**src/rtl/ps2_key_receiver.sv**
```systemverilog
// PS/2 keyboard receiver: conditions the raw clock/data lines, deframes 11-bit frames
// and folds the E0/F0 prefixes into a single key_event word with a strobe.
module ps2_key_receiver #(
  parameter int FILTER_LEN     = 8,
  parameter int TIMEOUT_CYCLES = 100000
) (
  input  logic        clk,
  input  logic        rstn,
  input  logic        ps2_c,
  input  logic        ps2_d,
  output logic [10:0] key_event,
  output logic        key_strobe,
  output logic        frame_err
);

  localparam int FW = $clog2(FILTER_LEN + 1);
  localparam int TW = $clog2(TIMEOUT_CYCLES + 1);

  typedef enum logic [1:0] {IDLE, RECV, CHECK} state_t;

  logic          c_s1, c_s2, d_s1, d_s2;
  logic [FW-1:0] filt_cnt;
  logic          filt_lvl, filt_prev;
  logic          fall_tick;

  state_t        state;
  logic [3:0]    bit_cnt;
  logic [10:0]   shreg;
  logic [TW-1:0] to_cnt;
  logic          ext, brk;
  logic          frame_ok;
  logic [7:0]    rx_byte;

  // Synchronisers idle high so a line held high through reset never looks like an edge.
  // NOTE: all state below uses non-blocking assignments so every register samples
  // pre-edge values, independent of statement order.
  always_ff @(posedge clk) begin
    if (!rstn) begin
      c_s1 <= 1'b1;
      c_s2 <= 1'b1;
      d_s1 <= 1'b1;
      d_s2 <= 1'b1;
    end else begin
      c_s1 <= ps2_c;
      c_s2 <= c_s1;
      d_s1 <= ps2_d;
      d_s2 <= d_s1;
    end
  end

  // The filtered level only follows after FILTER_LEN consecutive disagreeing samples.
  always_ff @(posedge clk) begin
    if (!rstn) begin
      filt_cnt  <= '0;
      filt_lvl  <= 1'b1;
      filt_prev <= 1'b1;
    end else begin
      filt_prev <= filt_lvl;
      if (c_s2 == filt_lvl) begin
        filt_cnt <= '0;
      end else if (filt_cnt == FW'(FILTER_LEN - 1)) begin
        filt_lvl <= c_s2;
        filt_cnt <= '0;
      end else begin
        filt_cnt <= filt_cnt + 1'b1;
      end
    end
  end

  assign fall_tick = filt_prev & ~filt_lvl;

  // After eleven LSB-first shifts: [0]=start, [8:1]=data, [9]=parity, [10]=stop.
  assign rx_byte  = shreg[8:1];
  assign frame_ok = ~shreg[0] & shreg[10] & (^shreg[9:1]);

  always_ff @(posedge clk) begin
    if (!rstn) begin
      state      <= IDLE;
      bit_cnt    <= '0;
      shreg      <= '0;
      to_cnt     <= '0;
      ext        <= 1'b0;
      brk        <= 1'b0;
      key_event  <= '0;
      key_strobe <= 1'b0;
      frame_err  <= 1'b0;
    end else begin
      key_strobe <= 1'b0;
      frame_err  <= 1'b0;
      case (state)
        IDLE: begin
          to_cnt <= '0;
          if (fall_tick) begin
            shreg   <= {d_s2, shreg[10:1]};
            bit_cnt <= 4'd1;
            state   <= RECV;
          end
        end
        RECV: begin
          if (fall_tick) begin
            shreg   <= {d_s2, shreg[10:1]};
            bit_cnt <= bit_cnt + 4'd1;
            to_cnt  <= '0;
            if (bit_cnt == 4'd10) state <= CHECK;
          end else if (to_cnt == TW'(TIMEOUT_CYCLES - 1)) begin
            state     <= IDLE;
            bit_cnt   <= '0;
            to_cnt    <= '0;
            frame_err <= 1'b1;
            ext       <= 1'b0;
            brk       <= 1'b0;
          end else begin
            to_cnt <= to_cnt + 1'b1;
          end
        end
        CHECK: begin
          state   <= IDLE;
          bit_cnt <= '0;
          to_cnt  <= '0;
          if (!frame_ok) begin
            frame_err <= 1'b1;
            ext       <= 1'b0;
            brk       <= 1'b0;
          end else if (rx_byte == 8'hE0) begin
            ext <= 1'b1;
          end else if (rx_byte == 8'hF0) begin
            brk <= 1'b1;
          end else if (rx_byte != 8'hE1) begin
            key_event  <= {1'b1, ext, brk, rx_byte};
            key_strobe <= 1'b1;
            ext        <= 1'b0;
            brk        <= 1'b0;
          end
        end
        default: state <= IDLE;
      endcase
    end
  end

endmodule

```
**config.mk**
```make
export PLATFORM = sky130hd
export DESIGN_NAME = ps2_key_receiver
export DESIGN_NICKNAME = d
export VERILOG_FILES = /design/src/rtl/ps2_key_receiver.sv
export SDC_FILE = /design/constraint.sdc
export NUM_CORES = 1
export LEC_CHECK = 0
export CORE_MARGIN = 4
export CORE_UTILIZATION = 39
export DETAILED_ROUTE_END_ITERATION = 8
export PLACE_DENSITY_LB_ADDON = 0.15
export SLEW_MARGIN = 20
export SYNTH_ARGS = -nofsm -noshare
export SYNTH_HDL_FRONTEND = slang
export SYNTH_SLANG_ARGS = --single-unit
```
**constraint.sdc**
```tcl
create_clock -name clk -period 5.8 [get_ports clk]
set_input_delay 1.16 -clock clk [delete_from_list [all_inputs] [get_ports clk]]
set_output_delay 1.16 -clock clk [all_outputs]
set_load 0.02 [all_outputs]
```
# == Word-level counts from Yosys, hierarchy flattened ==
# Index checks and enable logic that the tools add are counted.
# word_totals
input_bits,4
wordCells,92
ff_bits,59
output_inout_bits,13
# classes
bitwise_logic,11
reduce_logical,16
eq_ne,18
muxes,28
addsub,3
# ops
cell,n
two-way mux 17 bit,2
case mux 17 bit (2 select lines),1
adder 17 x 1 -> 17 bit (second input constant),1
== test 17 bit (second input constant),1
== test 8 bit (second input constant),2
AND reduction 5 bit,3
two-way mux 1 bit,13
two-way mux 4 bit,3
inequality test 4 bit (second input constant),3
case mux 4 bit (3 select lines),1
inequality test 3 bit (second input constant),3
XOR reduction 9 bit,1
adder 4 x 1 -> 4 bit (second input constant),2
two-way mux 2 bit,4
inequality test 8 bit (second input constant),1
inverter 1 bit,8
inequality test 2 bit (second input constant),3
case mux 1 bit (2 select lines),3
AND reduction 3 bit,2
OR reduction 5 bit,1
== test 4 x 3 -> 1 bit (second input constant),1
== test 4 bit (second input constant),1
case mux 2 bit (2 select lines),1
AND reduction 2 bit,2
9 further kinds,13

# == Depth between registers and ports, before layout ==
# Gate-level depths: netlist (run 1).
# logic_depth
word_depth,6
ltp_mapped,8
mapped_depth_nobuf,7

# == Worst setup path before layout (run 1) ==
# No wires, ideal clock.
# synth_timing
path_kind,input to register
start,in rstn
end,reg bit_cnt[0]
n_path_buf,3
arrival_time_ns,2.095
setup_time_ns,0.126
t_required_ns,5.674
cell_stages,5
setup_slack_ns,3.579
cell_sequence,clkbuf_1 inv_1 dlymetal6s4s_1 dlymetal6s2s_1 nor2_1
# synth_rtl
item,line_no,source
"start, declared",8,"input logic rstn,"
"end signal, assigned",102,bit_cnt <= bit_cnt + 4'd1;
"end, declared",27,logic [3:0] bit_cnt;
# No word-level cell between the ends.

# == Final worst setup path (run 1) ==
# layout_timing
start,in rstn
end,reg shreg[8]
# layout_rtl
item,line_no,source
"end signal, assigned",94,"shreg <= {d_s2, shreg[10:1]};"
"end signal, assigned",101,"shreg <= {d_s2, shreg[10:1]};"
"end, declared",28,logic [10:0] shreg;
# No word-level cell between the ends.

==> results.md, run 1 <==
- Result of the run: finished clean
- Placeable Area: 7250 µm²
- Per-cell routed wire length: 13.3 µm
- Half-perimeter wire length after detailed placement: 4.15 mm
- Max Transition Viols Final: 0
- Rel. slew slack: 0.357
- Proportion of layout cells with a drive suffix above 1: 0.106
- Net switching power of the design: 175 µW
- Die boundary height: 94.3 µm
- Antenna violations before repair: 0
- Mapped cell area: 2900 µm²
- Setup CP Type: in -> reg
- Worst VDD drop: 156 µV
- Detail-routed via count per cell: 5.28
- Starting density of the core: 0.400
- Number of CTS-inserted buffers: 9
- Post-detailed-route DRC marker count: 0
- Starting DRC count in detailed routing: 95
- Clock slew at the register clock pins of the worst setup and hold paths: 0.06 ns
- Fraction of the yosys area taken by sequential cells: 0.407
- Endpoint type of the worst setup path: register
- Setup TNS after final layout: 0 ns
- TritonCTS clock tree: built
- Later-pin clock latency in the skew report: 0.33 ns
- Portion of total power attributed to combinational logic: 0.012
- Fillcell total: 727
- Maximum number of pins on one net before global-route repair: 25
- Crit path max-delay cell type: sky130_fd_sc_hd__clkdlybuf4s50_1
- Endpoints failing hold: 0
- Most area-consuming cells after synthesis: sky130_fd_sc_hd__dfxtp_1 (41%), sky130_fd_sc_hd__ha_1 (6.0%), sky130_fd_sc_hd__nand2_1 (5.2%), sky130_fd_sc_hd__nor2_1 (4.7%), sky130_fd_sc_hd__mux2i_1 (3.8%)
- H-Tree Level Count: 3
- Achievable clock frequency: 0.351 GHz
- Number of global-route vias before repair: 2,241
- Transition time of the tightest slew-check pin: 0.961 ns
- Final period util: 0.491
- Tot Pwr: 870 µW
- Switching Fraction: 0.202
- Type of element launching the critical path: input port
- Most common cell after layout, fill and taps aside: sky130_fd_sc_hd__dfxtp_1
- Cell-by-cell listing of the critical path: clkdlybuf4s50_1 > inv_1 > buf_4 > a21oi_1
- Reported leakage power: 0.00119 µW
- Number of search-and-repair iterations in the first detailed-routing pass: 7
- Slowest stage delay, CP: 0.96 ns
- Die Width: 94.3 µm
- Routed WL: 5.98 mm
- Top-level I/O count: 17
- Number of distinct standard cells referenced by the synthesized netlist: 55
- Post-Synthesis Net Count: 346
- Global-route wire length before repair: 10.5 mm
- Cts hold-fix bufs: 0
- Overflow left after global routing: 0
- RSZ-0062 raised after global routing: false
- Class of the worst hold path: reg -> reg
- Commonest register cell after synthesis: sky130_fd_sc_hd__dfxtp_1
- Internal Pwr Total: 694 µW
- Number of cells produced by synthesis: 328
- Commonest cells after routing, fill and taps aside: sky130_fd_sc_hd__dfxtp_1 (59), sky130_fd_sc_hd__nand2_1 (40), sky130_fd_sc_hd__nor2_1 (36)
- Final-stage net count: 363
- GPL Wtd Cong: 0.784
- Number of I/O port buffers: 16
- Library cell with the largest summed area after synthesis: sky130_fd_sc_hd__dfxtp_1
- Count of flip-flops with a built-in enable after synthesis: 0
- Count of vias placed by the detailed router: 2,369
- Final worst path period need: 2.85 ns
- Total of warnings raised by yosys: 0
- Yosys top cell area share: 0.407
- Max-cap viol count: 0
- Clock share of power: 0.520
- Final instance area: 3360 µm²
- All-Layer GR Usage: 0.150
- Critical Path AT: 3.10 ns
- Standard-cell row count: 31
- Final setup vio count: 0
- Power density relative to cell area: 259 nW/µm²
- Clock Tree Root: sky130_fd_sc_hd__clkbuf_8
- Average size of a mapped cell: 8.85 µm²
- Fraction of synthesis flops using an asynchronous set or reset pin: 0
- Required arrival time at the worst endpoint: 6.05 ns
- Max Fanout on Critical Path: 24
- Total setup buffers inserted after CTS: 0
- CTS-repair resized insts: 0
- Worst clock skew: 0.0114 ns
- Number of flip-flops and latches in the synthesized netlist: 59
- # diodes: 0
- Sequential cell fraction of total power: 0.468
- Cell Area, Placed: 3120 µm²
- Area of the die: 8880 µm²
- Number of clock sinks: 59
- Signed area change from the synthesized netlist to the final layout: 15.9%
- Post-route ant nets: 0
- Max Buffers Root-to-Sink: 2
==> flip-flops by register name, summed over array words and instances (netlist names), 2 cells and up <==
register   count
key_event     11
shreg         11
filt_cnt       4
to_cnt        17
state          2
bit_cnt        4
==> per-stage QoR <==
step,utilization,setup WS (ns),hold WS (ns),cells
2_1_floorplan,-,3.58,0.386,328
3_3_place_gp,0.430,2.61,0.390,433
3_5_place_dp,0.430,2.57,0.393,433
4_1_cts,0.464,2.92,0.409,449
5_1_grt,0.464,2.76,0.420,449
6_report,0.464,2.95,0.406,449
==> cell type report <==
type,count,area (µm²),area share
Multi-Input combinational cell,243,1590,0.473
Clock buffer,9,124,0.0368
Timing Repair Buffer,18,175,0.0521
Tap cell,99,124,0.0368
Inverter,14,52.6,0.0156
Sequential cell,59,1180,0.351
Clock inverter,7,116,0.0346
==> metal layers <==
| metal | wire, µm | part of all wire | GRT usage | up-vias |
|---|---|---|---|---|
| met2 | 2610 | 0.44 | 0.224 | 44 |
| met3 | 253 | 0.042 | 0.0313 | 10 |
| met4 | 109 | 0.018 | 0.0686 | 0 |
| met1 | 3010 | 0.50 | 0.206 | 1115 |
| met5 | 0 | 0 | 0 | - |
| li1 | - | - | - | 1200 |
==> cell usage after synthesis, drive strengths merged, types with 3 or more instances <==
cell / n
a22oi: 6
nand3: 15
o21ai: 11
and2: 6
clkbuf: 7
dfxtp: 59
mux2i: 11
a311oi: 4
a31oi: 4
nor3: 3
nand2: 40
xor2: 4
a21oi: 20
o221a: 4
nor4b: 3
nand3b: 4
nand4: 3
or3: 6
a31o: 4
inv: 14
nand2b: 8
and3: 9
nor2: 37
ha: 14
and4: 5
==> worst max-delay path, delay by kind of cell <==
| kind | cells | cell delay, ns |
|---|---|---|
| compound gates | 1 | 0.15 |
| buf+inv | 3 | 1.78 |
==> power groups by stage <==
| stage | clock, µW | sequential, µW | combinational (µW) |
|---|---|---|---|
| floorplan | 0 | 416 | 7.65 |
| global placement | 0 | 416 | 10.7 |
| detailed placement | 0 | 416 | 11.0 |
| CTS | 465 | 407 | 11.0 |
| global route | 480 | 407 | 12.1 |
| finish | 452 | 407 | 10.7 |
==> cell families (layout without fill, tap and decap cells) <==
kind of cell | count (synthesis) | in the layout | share of synthesized area
compound gates | 62 | 62 | 0.144
xor+xnor | 6 | 6 | 0.0259
fa+ha+maj | 14 | 14 | 0.0604
buf+inv | 26 | 48 | 0.0453
flops | 59 | 59 | 0.407
mux | 11 | 11 | 0.0379
simple gates | 150 | 150 | 0.279
==> worst paths after layout <==
check	from	endpoint	slack, ns	cells past startpoint
setup / recovery	rstn	shreg[8]	2.95	4
hold / removal	c_s1	c_s2	0.41	1
setup reg to reg	shreg[5]	key_event[8]	3.15	7
hold reg to reg	c_s1	c_s2	0.41	1
No activity file was read; power rests on OpenSTA's default activity.
==> inputs of run 2 (changes only) <==
Clock period 5.8 ns to 2.5 ns, I/O delays scaled along.
==> run 2 against run 1 <==
Clock power rose by 96%. Critical path depth up 4. Largest power group is now sequential cells. Sequential power rose by 130%. Critical endpoint is now key_event[3]. Non-clock buffer count increased by 7. Count of clock-buffer cells in the layout grew 2. First-iteration DRC count is 8.4% lower. Wire length increased by 2.3%. Total power rose by 110%. Setup slack got worse by 2.6 ns.
==> results.md, run 2 (synthesized netlist as in run 1, its figures left out) <==
- Result of the run: finished clean
- Area of the die: 8880 µm² (unchanged)
- Routed WL: 6.12 mm (+2.3%)
- Starting density of the core: 0.400 (unchanged)
- Clock Tree Root: sky130_fd_sc_hd__clkbuf_8
- Setup CP Type: reg -> reg
- Number of global-route vias before repair: 2,288 (+2.1%)
- CTS-repair resized insts: 0 (unchanged)
- Final-stage net count: 370 (+1.9%)
- Register bank with the most flops: to_cnt
- TritonCTS clock tree: built
- Per-cell routed wire length: 13.5 µm (+0.99%)
- Signed area change from the synthesized netlist to the final layout: 16.3%
- Crit path max-delay cell type: sky130_fd_sc_hd__dfxtp_1
- Number of CTS-inserted buffers: 9 (unchanged)
- All-Layer GR Usage: 0.156 (+0.00628)
- Worst clock skew: 0.00675 ns (-0.00461 ns)
- Max Fanout on Critical Path: 12 (-50%)
- Sequential cell fraction of total power: 0.508 (+0.040)
- Proportion of layout cells with a drive suffix above 1: 0.121 (+0.0151)
- Final Hold Slack: 0.404 ns (-0.00136 ns)
- Biggest registers after layout: to_cnt: 17 flops, key_event: 11 flops, shreg: 11 flops
- Power density relative to cell area: 550 nW/µm² (+110%)
- Worst VDD drop: 307 µV (+97%)
- H-Tree Level Count: 3 (unchanged)
- Cts hold-fix bufs: 0 (unchanged)
- Global-route wire length before repair: 10.9 mm (+4.2%)
- Sequential standard cell area: 1180 µm² (unchanged)
- Clock share of power: 0.477 (-0.043)
- Post-detailed-route DRC marker count: 0 (unchanged)
- Maximum number of pins on one net before global-route repair: 19 (-24%)
- Switching Fraction: 0.214 (+0.0124)
- Fillcell total: 732 (+0.69%)
- Transition time of the tightest slew-check pin: 0.496 ns (-0.465 ns)
- Clock slew at the register clock pins of the worst setup and hold paths: 0.07 ns (about the same)
- Buffers and inverters on the worst path: 2 (-1)
- Required arrival time at the worst endpoint: 2.73 ns (-3.32 ns)
- Most common cell after layout, fill and taps aside: sky130_fd_sc_hd__dfxtp_1
- Type of element launching the critical path: register
- Cell-by-cell listing of the critical path: inv_1 > ha_1 > xnor3_2 > xnor2_2 > nor4b_4 > buf_4 > mux2i_1 > nor2_1
- Detail-routed via count per cell: 5.15 (-2.4%)
- Portion of total power attributed to combinational logic: 0.015 (+0.003)
- Rel. slew slack: 0.669 (+0.313)
- Standard-cell row count: 31 (unchanged)
- Critical Path AT: 2.42 ns (-0.68 ns)
- Number of search-and-repair iterations in the first detailed-routing pass: 6 (-1)
- # diodes: 0 (unchanged)
- Max-cap viol count: 0 (unchanged)
- Final setup vio count: 0 (unchanged)
- Post-layout utilization of the core: 0.465 (+0.00190)
- RSZ-0062 raised after global routing: false
- Number of flip-flops in the largest register: 17 (unchanged)
- Max Buffers Root-to-Sink: 2 (unchanged)
- Final period util: 0.875
- Half-perimeter wire length after detailed placement: 4.28 mm (+3.2%)
- Starting DRC count in detailed routing: 87 (-8.4%)
- Antenna violations before repair: 0 (unchanged)
- Overflow left after global routing: 0 (unchanged)
- Tot Pwr: 1860 µW (+110%)
- Area of the multi-input gates: 1590 µm² (unchanged)
- Endpoint type of the worst setup path: register
- Die Width: 94.3 µm (unchanged)
- Later-pin clock latency in the skew report: 0.34 ns (about the same)
- Cell family with the largest share of critical-path delay: XOR/XNOR gates
- Achievable clock frequency: 0.457 GHz
- Top-level I/O count: 17 (unchanged)
- Max Transition Viols Final: 0 (unchanged)
- Setup TNS after final layout: 0 ns (unchanged)
- Number of clock sinks: 59 (unchanged)
- Count of vias placed by the detailed router: 2,344 (-1.1%)
- Reported leakage power: 0.00120 µW (+1.3%)
- Class of the worst hold path: reg -> reg
- Post-route ant nets: 0 (unchanged)
- GPL Wtd Cong: 0.820 (+4.6%)
- Commonest cells after routing, fill and taps aside: sky130_fd_sc_hd__dfxtp_1 (59), sky130_fd_sc_hd__nand2_1 (40), sky130_fd_sc_hd__nor2_1 (36)
- Placeable Area: 7250 µm² (unchanged)
- Number of I/O port buffers: 16 (unchanged)
- Slowest stage delay, CP: 0.39 ns (-0.57 ns)
- Final worst path period need: 2.19 ns
- Die boundary height: 94.3 µm (unchanged)
- Internal Pwr Total: 1460 µW (+110%)
- Total setup buffers inserted after CTS: 0 (unchanged)
- Endpoints failing hold: 0 (unchanged)
- Net switching power of the design: 398 µW (+130%)
run 2: cell count changes in the layout (fill, tap and decap cells not counted):
cell                         previous run  this run
sky130_fd_sc_hd__clkinv_4               1         0
sky130_fd_sc_hd__clkbuf_8               9        11
sky130_fd_sc_hd__clkinvlp_4             1         2
sky130_fd_sc_hd__bufinv_16              3         1
sky130_fd_sc_hd__buf_4                  2         9
sky130_fd_sc_hd__clkinv_2               2         1
run 2: stage by stage:
| stage | worst slack [ns] | area, µm² | instances |
|---|---|---|---|
| 2_1_floorplan | 0.386 | 2900 | 328 |
| 3_3_place_gp | 0.341 | 3170 | 440 |
| 3_5_place_dp | 0.302 | 3170 | 440 |
| 4_1_cts | 0.291 | 3380 | 455 |
| 5_1_grt | 0.159 | 3380 | 455 |
| 6_report | 0.312 | 3380 | 455 |
run 2: per-layer routing:
metal | GRT usage | routed length, µm | vias up
met5 | 0 | 0 | -
met4 | 0.0566 | 73 | 0
met3 | 0.0465 | 203 | 8
met2 | 0.238 | 2780 | 32
met1 | 0.209 | 3070 | 1092
li1 | - | - | 1212
run 2: final timing paths:
path / start / to / slack (ns) / depth (start not counted)
max: shreg[5] / key_event[3] / 0.31 / 8
min: d_s1 / d_s2 / 0.40 / 1
max reg2reg: shreg[5] / key_event[3] / 0.31 / 8
min reg2reg: d_s1 / d_s2 / 0.40 / 1
run 2: area by class of cell:
class                   instances  area share
well taps                      99      0.0367
inverters                      14      0.0156
clock buffers                  11      0.0448
repair buffers                 25      0.0675
clock inverters                 4      0.0148
flip-flops and latches         59       0.350
multi-input cells             243       0.471
run 2: power groups by stage:
stage | Clock (µW) | Sequential (µW) | Combinational [µW]
3_3_place_gp | 0 | 965 | 28.3
2_1_floorplan | 0 | 965 | 17.7
4_1_cts | 921 | 944 | 28.8
6_report | 886 | 944 | 27.9
3_5_place_dp | 0 | 966 | 28.7
5_1_grt | 960 | 944 | 31.7
==> inputs of run 3 (changes only) <==
Settings changed: CTS_CLUSTER_DIAMETER set to 60.
==> results of run 3 <==
The final DEF is identical to that of run 2; final timing and power are the same.
